## src/rtl/cgol_gen_engine.sv

```systemverilog
// cgol_gen_engine: generation sequencer for an 8x8 toroidal Game-of-Life board.
// Walks rows 0..7 through an external row decoder, gathers the results in a
// shadow buffer, then commits the whole generation in one edge so the display
// port only ever sees complete frames.
// Optional feature macro: CGOL_STABLE_DETECT_EN (builds the "board unchanged"
// comparator that drives `stable`; without it `stable` is tied low).
module cgol_gen_engine #(
  parameter int GEN_W = 16
) (
  input  logic             ph1,
  input  logic             ph2,
  input  logic             reset_n,
  input  logic             load_valid,
  input  logic [2:0]       load_addr,
  input  logic [7:0]       load_data,
  output logic             load_ready,
  input  logic             step,
  output logic             busy,
  output logic             done,
  output logic [7:0]       row_in,
  output logic [7:0]       row_a,
  output logic [7:0]       row_b,
  input  logic [7:0]       row_out,
  input  logic [2:0]       disp_addr,
  output logic [7:0]       disp_row,
  output logic [GEN_W-1:0] gen_count,
  output logic             stable
);

  typedef enum logic [1:0] {IDLE, COMPUTE, COMMIT} state_t;

  state_t                state_q, state_d;
  logic [7:0][7:0]       board_q, board_d;
  logic [7:0][7:0]       nxt_q, nxt_d;
  logic [2:0]            idx_q, idx_d;
  logic [GEN_W-1:0]      gen_q, gen_d;
  logic                  done_q, done_d;
  logic [2:0]            idx_up, idx_dn;

  // ph2 belongs to the two-phase clock pair but this block runs on ph1 only
  logic unused_ph2;
  assign unused_ph2 = ph2;

  // wrapped neighbour rows; 3-bit arithmetic gives the torus wrap for free
  assign idx_up = idx_q - 3'd1;
  assign idx_dn = idx_q + 3'd1;

  assign row_in     = board_q[idx_q];
  assign row_a      = board_q[idx_up];
  assign row_b      = board_q[idx_dn];
  assign disp_row   = board_q[disp_addr];
  assign load_ready = (state_q == IDLE);
  assign busy       = (state_q != IDLE);
  assign done       = done_q;
  assign gen_count  = gen_q;

`ifdef CGOL_STABLE_DETECT_EN
  logic stable_q, stable_d;
  assign stable = stable_q;
`else
  assign stable = 1'b0;
`endif

  // next-state: load/step arbitration, row walk, and whole-board commit
  always_comb begin
    state_d = state_q;
    board_d = board_q;
    nxt_d   = nxt_q;
    idx_d   = idx_q;
    gen_d   = gen_q;
    done_d  = 1'b0;
`ifdef CGOL_STABLE_DETECT_EN
    stable_d = stable_q;
`endif
    case (state_q)
      IDLE: begin
        // a load always beats a simultaneous step; the step is not remembered
        if (load_valid) begin
          board_d[load_addr] = load_data;
          gen_d              = '0;
`ifdef CGOL_STABLE_DETECT_EN
          stable_d           = 1'b0;
`endif
        end else if (step) begin
          state_d = COMPUTE;
          idx_d   = 3'd0;
        end
      end
      COMPUTE: begin
        nxt_d[idx_q] = row_out;
        idx_d        = idx_q + 3'd1;  // wraps to 0 after row 7
        if (idx_q == 3'd7) state_d = COMMIT;
      end
      COMMIT: begin
        board_d = nxt_q;
        gen_d   = gen_q + GEN_W'(1);
        done_d  = 1'b1;
`ifdef CGOL_STABLE_DETECT_EN
        stable_d = (nxt_q == board_q);
`endif
        state_d = IDLE;
      end
      default: state_d = IDLE;
    endcase
  end

  // state register; reset discards any partial generation and clears the board
  always_ff @(posedge ph1 or negedge reset_n) begin
    if (!reset_n) begin
      state_q <= IDLE;
      board_q <= '0;
      nxt_q   <= '0;
      idx_q   <= 3'd0;
      gen_q   <= '0;
      done_q  <= 1'b0;
`ifdef CGOL_STABLE_DETECT_EN
      stable_q <= 1'b0;
`endif
    end else begin
      state_q <= state_d;
      board_q <= board_d;
      nxt_q   <= nxt_d;
      idx_q   <= idx_d;
      gen_q   <= gen_d;
      done_q  <= done_d;
`ifdef CGOL_STABLE_DETECT_EN
      stable_q <= stable_d;
`endif
    end
  end

endmodule

```

## config.mk

```make
export PLATFORM = sky130hd
export DESIGN_NAME = cgol_gen_engine
export DESIGN_NICKNAME = d
export VERILOG_FILES = /design/src/rtl/cgol_gen_engine.sv
export SDC_FILE = /design/constraint.sdc
export NUM_CORES = 1
export LEC_CHECK = 0
export ABC_CLOCK_PERIOD_IN_PS = 3000
export CAP_MARGIN = 20
export CORE_MARGIN = 2
export CORE_UTILIZATION = 45
export CTS_CLUSTER_DIAMETER = 80
export DETAILED_ROUTE_END_ITERATION = 8
export PLACE_DENSITY = 0.65
export RECOVER_POWER = 50
export SYNTH_ARGS = -nofsm -noshare
export SYNTH_HDL_FRONTEND = slang
export SYNTH_SLANG_ARGS = --single-unit
```

## constraint.sdc

```tcl
create_clock -name ph1 -period 3 [get_ports ph1]
set_input_delay 0.3 -clock ph1 [delete_from_list [all_inputs] [get_ports ph1]]
set_output_delay 0.3 -clock ph1 [all_outputs]
set_load 0.005 [all_outputs]
```

Word-level counts from Yosys, hierarchy flattened. Index checks and enable logic that the tools add are counted.

Bits in registers: 150. Word-level logic and storage cells: 72.

Add/sub/neg operators: 3. Magnitude comparators: 7. Equality and inequality tests: 7. Mux-type cells: 26. Reduce and logical (&&, ||, !) cells: 9.

Operators by type and width (count): 64-bit bitwise mux (2); 64-bit one-hot mux with 2 select lines (1); 8-bit binary-select mux with 3-bit select (4); 64-bit two-way mux (1); 8-bit demux with 3-bit select (2); 8-bit two-way mux (6); 16-bit one-hot mux with 2 select lines (1); 3-bit by 4-bit less-than comparator with 1-bit output, second input constant (5); 16-bit by 1-bit adder with 16-bit output, second input constant (1); 16-bit two-way mux (1); 3-bit by 1-bit >= comparator with 1-bit output, second input constant (2); 2-bit two-way mux (3); 3-bit two-way mux (2); 2-bit inequality test, second input constant (3); 3-bit one-hot mux with 2 select lines (1); 3-bit AND reduction (2); 2-bit nonzero test (3); 2-bit one-hot mux with 2 select lines (1); 3-bit by 1-bit adder with 3-bit output, second input constant (1); 3-bit == test, second input constant (1); 3-bit by 1-bit subtractor with 3-bit output, second input constant (1); 2-bit by 1-bit == test with 1-bit output, second input constant (1); 2-bit == test, second input constant (1); 1-bit logical AND (2); other kinds (4) (4).

Logic depth before layout (Yosys ltp). Gate-level depths: netlist of run 1.

Depth after elaboration: 7. Gate-level depth with buffers: 8. Mapped depth without buffers: 5.

Worst setup path after synthesis of run 1. No wires, ideal clock.

Path kind: flip-flop to output port. From: reg idx_q[1]. To: out row_a[0]. Arrival time: 2.163 ns. Data required time: 2.700 ns. Slack: 0.537 ns. Cell stages (with the launch flop): 7. Path buffers: 2. Cell sequence: dfrtp_1 buf_2 buf_2 inv_1 ha_1 xnor2_2 mux4_2.

Cells in the longest elaborated chain, start to end: 3.

RTL lines: start, declared (RTL line 35) `logic [2:0] idx_q, idx_d;`; start signal, assigned (RTL line 123) `idx_q <= idx_d;`; 3-bit by 1-bit subtractor with 3-bit output (RTL line 45) `assign idx_up = idx_q - 3'd1;`; 8-bit binary-select mux with 3-bit select (RTL line 49) `assign row_a = board_q[idx_up];`; 8-bit two-way mux (implied by the code) (RTL line 49); end, declared (RTL line 21) `output logic [7:0] row_a,`.

Every way passes these cells. The select of a mux whose other input is x is not followed.

Worst setup path after layout of run 1.
From: reg idx_q[0]. To: out row_b[0].

Cells in the longest elaborated chain, start to end: 3.

RTL lines: 3-bit by 1-bit adder with 3-bit output (RTL line 46) `assign idx_dn = idx_q + 3'd1;`; 8-bit binary-select mux with 3-bit select (RTL line 50) `assign row_b = board_q[idx_dn];`; 8-bit two-way mux (implied by the code) (RTL line 50); end, declared (RTL line 22) `output logic [7:0] row_b,`.

Every way passes these cells. The select of a mux whose other input is x is not followed.

==> results of run 1 <==
stage by stage:
stage / power, µW / hold WS (ns)
2_1_floorplan: 5503 / 0.004409
3_3_place_gp: 6591 / 0.3869
3_5_place_dp: 6752 / 0.3951
4_1_cts: 8852 / 0.5069
5_1_grt: 9350 / 0.5178
6_report: 8876 / 0.5078
report_power, final:
group          leakage (µW)  internal (µW)  switching, µW
clock              0.000288           1270            829
sequential          0.00194           2710            590
combinational       0.00185           1930           1540
total               0.00407           5910           2960
cells by family (layout without fill, tap and decap cells):
group                      Yosys count  after routing  synth area share [%]
other                                1              1               0.04489
adders and majority gates            4              4                0.5992
buffers and inverters               65            149                 3.805
AOI/OAI and AO/OA                  168            168                 12.57
xor gates and xnor gates             1              1                0.1948
and+or+nand+nor                    166            166                 9.871
DFF                                150            150                 44.94
muxes                              157            157                 27.98
metal layers:
metal | routed length [µm] | track usage (%)
met1 | 10720 | 37.85
met2 | 11560 | 39.60
met3 | 1725 | 4.581
met4 | 598 | 9.250
met5 | 0 | 0
flip-flops by register name, indices dropped and copies added (netlist names):
register   flops
gen_count     16
nxt_q         64
state_q        2
board_q       64
idx_q          3
done           1
layout make-up:
cell class	count	area share (%)
well taps	229	2.867
clock inverters	8	0.7011
repair buffers	110	10.69
multi-input cells	497	42.79
flip-flops and latches	150	37.57
inverters	7	0.2629
clock buffers	24	5.120
how the worst max path moves through the flow:
stage	from	to	slack (ns)	cells past startpoint
final	idx_q[0]	row_b[0]	0.1	5
after global routing	idx_q[0]	row_b[5]	-0.0009	5
after CTS	idx_q[0]	row_a[1]	0.02	6
after detailed placement	idx_q[1]	row_a[1]	0.41	6
after global placement	disp_addr[1]	disp_row[6]	0.42	5
after floorplan	idx_q[1]	row_a[0]	0.54	6
cell usage in the layout, fill, tap and decap left out, types with 8 or more instances in the layout:
cell type and instances:
dfrtp_1 149, mux4_2 48, a22oi_1 64, clkdlybuf4s50_1 74, mux2_2 100, mux2_4 8
nor2_1 11, clkbuf_16 17, buf_4 24, o21ai_0 75, nand3_1 8, o21ai_1 11
nand2_1 99
repair_timing:
| action | 4_1_cts | 5_1_grt |
|---|---|---|
| hold buffers | 1 | 0 |
| resized for setup | 2 | 1 |
| setup buffers | 0 | 2 |
| hold endpoints to repair | 77 | 0 |
| endpoints found under the setup margin | 9 | 16 |
==> impl_table.tex, run 1 <==
\begin{tabular}{lr}
\hline
Metric & Value \\
\hline
\multicolumn{2}{l}{\textbf{Cells and area}} \\
\quad Design Area, Final & 9995 µm² \\
\quad Final core utilization & a little under three fifths \\
\quad Flip-flop and latch area & $\sim$3800 µm² \\
\quad N\_diodes & 0 \\
\quad Filler Cells Inserted & about 1500 \\
\quad Combined area of the multi-input logic cells & $\sim$4300 µm² \\
\quad Layout overhead on the synthesized area & 19.65\% \\
\quad Post-layout nets & around 810 \\
\quad Proportion of layout cells with a drive suffix above 1 & 29.77\% \\
\quad Count of non-filler cells in the finished layout & approximately 1000 \\
\multicolumn{2}{l}{\textbf{Power}} \\
\quad Leakage & approximately 0.0041 µW \\
\quad Power per Cell Area & a little under 900 nW/µm² \\
\quad VDD IR-drop max & between 0.4 and 0.5 mV \\
\multicolumn{2}{l}{\textbf{Clock network}} \\
\quad Clock tree from TritonCTS & yes \\
\quad Clock network latency to the later pin of the worst-skew pair & around 0.43 ns \\
\quad H-tree lvl count & 4 \\
\quad Clock buffer count from CTS & 17 \\
\quad Number of clock sinks & 150 \\
\quad Clock transition at path regs & roughly 0.060 ns \\
\quad Maximum clock insertion buffer count & 2 \\
\quad Clk root buf & clkbuf\_16 \\
\multicolumn{2}{l}{\textbf{Floorplan}} \\
\quad Std-Cell Core Area & approximately 18000 µm² \\
\quad I/O pin count & 79 \\
\quad Y dimension of the die & $\sim$140 µm \\
\quad Number of rows created at floorplan & 49 \\
\quad Area enclosed by the die boundary & slightly below 20000 µm² \\
\quad Starting density of the core & a little under half \\
\quad Die X-Extent & roughly 140 µm \\
\multicolumn{2}{l}{\textbf{Setup path}} \\
\quad Critical Path Start Type & register \\
\quad CP bufs+invs & 2 \\
\quad Maximum cell stage delay along the critical path & about 0.53 ns \\
\quad Kind of end point of the critical path & output port \\
\quad Required time of the worst setup path & about 2.7 ns \\
\quad Cells along the critical path & buf\_4 -> ha\_1 -> ha\_2 -> mux4\_2 -> clkdlybuf4s50\_1 \\
\quad Worst reg2reg setup slack & $\sim$0.4 ns \\
\quad Reg-to-reg critical path startpoint & state\_q[1] \\
\quad Slowest CP cell & ha\_2 \\
\quad Startpoint-to-endpoint class of the critical path & register to output port \\
\quad Capture instance of the worst register-to-register path & nxt\_q[11] \\
\quad Top fanout value on the critical path & 9 \\
\quad Category of cells accounting for the largest share of critical-path delay & adder cells \\
\quad Reg2reg path depth & 4 \\
\quad Critical path arrival & 2.60 ns \\
\multicolumn{2}{l}{\textbf{Placed design}} \\
\quad Final RePlAce weighted congestion & around 0.88 \\
\quad Detailed placement HPWL & between 15000 and 20000 µm \\
\quad Buffers on Ports & 76 \\
\quad Worst slack at placement & 0.4088 ns \\
\quad Placed Cells & 989 \\
\quad Cell area reported after detailed placement & $\sim$9400 µm² \\
\multicolumn{2}{l}{\textbf{GRT}} \\
\quad Initial antenna violation count & 0 \\
\quad Vias in the first global route & 6284 \\
\quad Overall global routing resource usage & approximately a quarter \\
\quad Final global-route overflow total & 0 \\
\quad Pin count of the biggest net entering global routing & 80 \\
\quad Wire length of the first global-routing pass & between 30000 and 40000 µm \\
\multicolumn{2}{l}{\textbf{STA}} \\
\quad Part of the cycle the worst path needs & just under 100\% \\
\quad Clock tree skew after final layout & around 0.0072 ns \\
\quad Final Worst Setup Slack & around 0.095 ns \\
\quad Number of setup violations in the final report & 0 \\
\quad Max-slew violation count & just under 80 \\
\quad Max transition margin & -37.99\% \\
\quad Final min period & around 2.9 ns \\
\quad Worst-margin pin slew & approximately 2.1 ns \\
\quad Endpoints failing hold & 0 \\
\quad Max Freq & 344.3 MHz \\
\quad Setup TNS & 0 ns \\
\multicolumn{2}{l}{\textbf{Yosys}} \\
\quad Synth Instances & roughly 710 \\
\quad Number of flops mapped to enable cells by yosys & 0 \\
\quad Most numerous cell in the Yosys netlist & dfrtp\_1 \\
\quad Fraction of synthesized cell area taken by the top area cell type & about 45\% \\
\quad Mean post-synth cell area & 11.73 µm² \\
\quad Number of warnings issued by yosys & 0 \\
\quad Sequential cell area fraction in the yosys report & 44.94\% \\
\quad Top\_reg\_cell synth & dfrtp\_1 \\
\quad Synth top cells by count & dfrtp\_1, mux2\_2, nand2\_1 \\
\quad Library cells used by synthesis & 50 \\
\quad Summed instance area of the synthesized netlist & 8353 µm² \\
\quad Share of flip-flops with an asynchronous set or reset after synthesis & 100.0\% \\
\quad Biggest area contributors in the synthesized netlist & dfrtp\_1, mux2\_2, mux4\_2 \\
\quad Library cell with the largest summed area after synthesis & dfrtp\_1 \\
\quad \#FFs+latches synth & 150 \\
\quad Net count after synthesis & 743 \\
\multicolumn{2}{l}{\textbf{Run}} \\
\quad Max-cap violation count & 1 \\
\multicolumn{2}{l}{\textbf{Routing}} \\
\quad DR vias & between 6000 and 7000 \\
\quad Routed wire length & 24610 µm \\
\quad Antenna-violating nets left & 0 \\
\quad DRC violations left & 0 \\
\quad Routed wire length per instance & around 24 µm \\
\quad Violation count after the first detailed-routing iteration & $\sim$680 \\
\quad Via density & 6.263 \\
\quad Total iterations of the first detailed-routing run & 5 \\
\multicolumn{2}{l}{\textbf{Min path}} \\
\quad Hold Path Sink & nxt\_q[16] \\
\quad Path type of the worst min-delay path & register to register \\
\quad Beginning of the worst hold path & nxt\_q[16] \\
\quad Cell depth of the worst hold path & 1 \\
\multicolumn{2}{l}{\textbf{Run status}} \\
\quad Violations in the final reports & max-capacitance violations, max-slew violations \\
\quad Outcome & complete, but fails checks \\
\hline
\end{tabular}
No activity file was read; power rests on OpenSTA's default activity.
==> inputs of run 2 (changes only) <==
--- a/config.mk
+++ b/config.mk
@@ -12,7 +12,7 @@
 export CTS_CLUSTER_DIAMETER = 80
 export DETAILED_ROUTE_END_ITERATION = 8
 export PLACE_DENSITY = 0.65
-export RECOVER_POWER = 50
+export SKIP_LAST_GASP = 1
 export SYNTH_ARGS = -nofsm -noshare
 export SYNTH_HDL_FRONTEND = slang
 export SYNTH_SLANG_ARGS = --single-unit
==> impl_table.tex, run 2 (synthesized netlist as in run 1, its figures left out) <==
\begin{tabular}{lr}
\hline
Metric & Value \\
\hline
\multicolumn{2}{l}{\textbf{Floorplan}} \\
\quad I/O pin count & 79 (unchanged) \\
\quad Starting density of the core & 46.18\% (unchanged) \\
\quad Std-Cell Core Area & 18090 µm² (unchanged) \\
\quad Die X-Extent & 140.2 µm (unchanged) \\
\quad Y dimension of the die & 140.2 µm (unchanged) \\
\quad Number of rows created at floorplan & 49 (unchanged) \\
\quad Area enclosed by the die boundary & 19670 µm² (unchanged) \\
\multicolumn{2}{l}{\textbf{Setup path}} \\
\quad Critical path arrival & 2.61 ns (about the same) \\
\quad Slowest CP cell & ha\_2 \\
\quad Startpoint-to-endpoint class of the critical path & register to output port \\
\quad Required time of the worst setup path & 2.70 ns (about the same) \\
\quad Crit path depth & 5 (unchanged) \\
\quad Category of cells accounting for the largest share of critical-path delay & adder cells \\
\quad Reg2reg path depth & 4 (unchanged) \\
\quad Kind of end point of the critical path & output port \\
\quad Maximum cell stage delay along the critical path & 0.53 ns (about the same) \\
\quad Cells along the critical path & buf\_4 -> ha\_1 -> ha\_2 -> mux4\_2 -> clkdlybuf4s50\_1 \\
\quad CP bufs+invs & 2 (unchanged) \\
\quad Critical Path Start Type & register \\
\quad Top fanout value on the critical path & 9 (unchanged) \\
\multicolumn{2}{l}{\textbf{Routing}} \\
\quad Violation count after the first detailed-routing iteration & 654 (-3.7\%) \\
\quad Routed wire length per instance & 24.01 µm (about the same) \\
\quad Total iterations of the first detailed-routing run & 5 (unchanged) \\
\quad DRC violations left & 0 (unchanged) \\
\quad Routed wire length & 24620 µm (about the same) \\
\quad DR vias & 6411 (-0.14\%) \\
\quad Antenna-violating nets left & 0 (unchanged) \\
\quad Via density & 6.255 (-0.14\%) \\
\multicolumn{2}{l}{\textbf{Placed design}} \\
\quad Buffers on Ports & 76 (unchanged) \\
\quad Detailed placement HPWL & 17090 µm (unchanged) \\
\quad Final RePlAce weighted congestion & 0.8783 (unchanged) \\
\quad Placed Cells & 989 (unchanged) \\
\quad Worst slack at placement & 0.4088 ns (unchanged) \\
\multicolumn{2}{l}{\textbf{Clock network}} \\
\quad Number of clock sinks & 150 (unchanged) \\
\quad Clock transition at path regs & 0.06 ns (about the same) \\
\quad Maximum clock insertion buffer count & 2 (unchanged) \\
\quad Clk root buf & clkbuf\_16 \\
\quad Clock tree from TritonCTS & yes \\
\quad Clock buffer count from CTS & 17 (unchanged) \\
\quad Clock network latency to the later pin of the worst-skew pair & 0.43 ns (about the same) \\
\quad H-tree lvl count & 4 (unchanged) \\
\multicolumn{2}{l}{\textbf{GRT}} \\
\quad Vias in the first global route & 6284 (unchanged) \\
\quad Overall global routing resource usage & 26.03\% (unchanged) \\
\quad Wire length of the first global-routing pass & 38180 µm (unchanged) \\
\quad Pin count of the biggest net entering global routing & 80 (unchanged) \\
\quad Final global-route overflow total & 0 (unchanged) \\
\quad Initial antenna violation count & 0 (unchanged) \\
\multicolumn{2}{l}{\textbf{Power}} \\
\quad Logic pwr share & 39.3\% (about the same) \\
\quad Power per Cell Area & 887.3 nW/µm² (about the same) \\
\quad Clock network fraction of design power & 23.6\% (about the same) \\
\quad Reg power frac & 37.2\% (about the same) \\
\quad Leakage & 0.004080 µW (+0.12\%) \\
\quad Total net switching power & 2965 µW (about the same) \\
\quad Switching power share of the total & 33.37\% (about the same) \\
\quad Total power draw & 8886 µW (+0.12\%) \\
\quad VDD IR-drop max & 0.4885 mV (+0.75\%) \\
\quad Internal power component & 5921 µW (+0.14\%) \\
\multicolumn{2}{l}{\textbf{Cells and area}} \\
\quad Layout overhead on the synthesized area & 19.89\% \\
\quad Commonest non-fill, non-tap cells in the layout & dfrtp\_1, mux2\_2, nand2\_1 \\
\quad Final core utilization & 55.37\% (+0.11 points) \\
\quad Count of non-filler cells in the finished layout & 1025 (unchanged) \\
\quad Flip-flop and latch area & 3755 µm² (unchanged) \\
\quad N\_diodes & 0 (unchanged) \\
\quad Combined area of the multi-input logic cells & 4284 µm² (+0.18\%) \\
\quad Proportion of layout cells with a drive suffix above 1 & 30.03\% (+0.25 points) \\
\quad Filler Cells Inserted & 1508 (-0.46\%) \\
\quad Leading cell type in the layout, fill and taps excluded & dfrtp\_1 \\
\quad Post-layout nets & 814 (unchanged) \\
\multicolumn{2}{l}{\textbf{STA}} \\
\quad Max Freq & 344.2 MHz (about the same) \\
\quad Final min period & 2.905 ns (+0.0002083 ns) \\
\quad Worst-margin pin slew & 1.134 ns (-0.9362 ns) \\
\quad Number of setup violations in the final report & 0 (unchanged) \\
\quad Clock tree skew after final layout & 0.007180 ns (-0.00006359 ns) \\
\quad Max-slew violation count & 0 (-100\%) \\
\quad Tightest hold margin & 0.4914 ns (-0.01637 ns) \\
\quad Part of the cycle the worst path needs & 96.83\% (about the same) \\
\quad Final Worst Setup Slack & 0.09497 ns (-0.0002083 ns) \\
\quad Endpoints failing hold & 0 (unchanged) \\
\quad Max transition margin & 23.92\% (+62 points) \\
\multicolumn{2}{l}{\textbf{Run}} \\
\quad Max-cap violation count & 0 (-1) \\
\multicolumn{2}{l}{\textbf{Min path}} \\
\quad Path type of the worst min-delay path & input port to async pin \\
\multicolumn{2}{l}{\textbf{Run status}} \\
\quad Outcome & complete, no violations \\
\hline
\end{tabular}
-- run 2: changes by cell type in the layout (fill, tap and decap cells not counted) --
cell             before  now
buf_4                24   26
clkbuf_2              2    0
buf_6                 3    4
clkbuf_1              2    1
clkdlybuf4s50_1      74   75
dlygate4sd3_1         2    1
nand2b_1              4    3
nand2b_4              0    1
-- run 2: power by group through the flow --
stage	Combinational [µW]	Clock, µW	Sequential [µW]
after floorplan	2450	0	3050
after global placement	3330	0	3260
after detailed placement	3430	0	3320
after CTS	3450	2110	3290
after global routing	3760	2210	3390
final	3490	2090	3300
-- run 2: layout make-up --
type,count,area share (%)
clock buffers,24,5.110
clock inverters,8,0.6997
inverters,7,0.2624
multi-input cells,497,42.78
flip-flops and latches,150,37.49
well taps,229,2.861
repair buffers,110,10.79
-- run 2: per-stage QoR --
step / area (µm²) / setup TNS (ns)
2_1_floorplan: 8353 / 0
3_3_place_gp: 9371 / 0
3_5_place_dp: 9394 / 0
4_1_cts: 9988 / 0
5_1_grt: 10010 / -0.0009110
6_report: 10010 / 0
-- run 2: final timing paths --
path | from | endpoint | slack [ns]
setup / recovery | idx_q[0] | row_b[1] | 0.09
hold / removal | reset_n | board_q[43] | 0.49
setup reg to reg | state_q[1] | nxt_q[12] | 0.67
hold reg to reg | nxt_q[16] | nxt_q[16] | 0.51
max in group asynchronous | reset_n | board_q[6] | 1.67
min in group ph1 | nxt_q[16] | nxt_q[16] | 0.51
-- run 2: metal layers --
metal | track usage [%] | routed length (µm) | up-vias
met5 | 0 | 0 | -
met4 | 9.250 | 521 | 0
met3 | 4.581 | 1957 | 41
met2 | 39.60 | 11520 | 298
met1 | 37.85 | 10610 | 3267
li1 | - | - | 2805
-- run 2: repair_timing --
action / in CTS / in global routing
pin swaps: 0 / 0
hold endpoints to repair: 77 / 0
cloned: 0 / 0
hold buffers: 1 / 0
buffers inserted: 0 / 2
endpoints found under the setup margin: 9 / 16
gates resized for setup: 2 / 1
==> inputs of run 3 (changes only) <==
--- a/config.mk
+++ b/config.mk
@@ -5,6 +5,7 @@
 export SDC_FILE = /design/constraint.sdc
 export NUM_CORES = 1
 export LEC_CHECK = 0
+export ABC_AREA = 0
 export ABC_CLOCK_PERIOD_IN_PS = 3000
 export CAP_MARGIN = 20
 export CORE_MARGIN = 2
==> results of run 3 <==
Same layout as run 2: the final DEF is identical, and so are final timing and power.
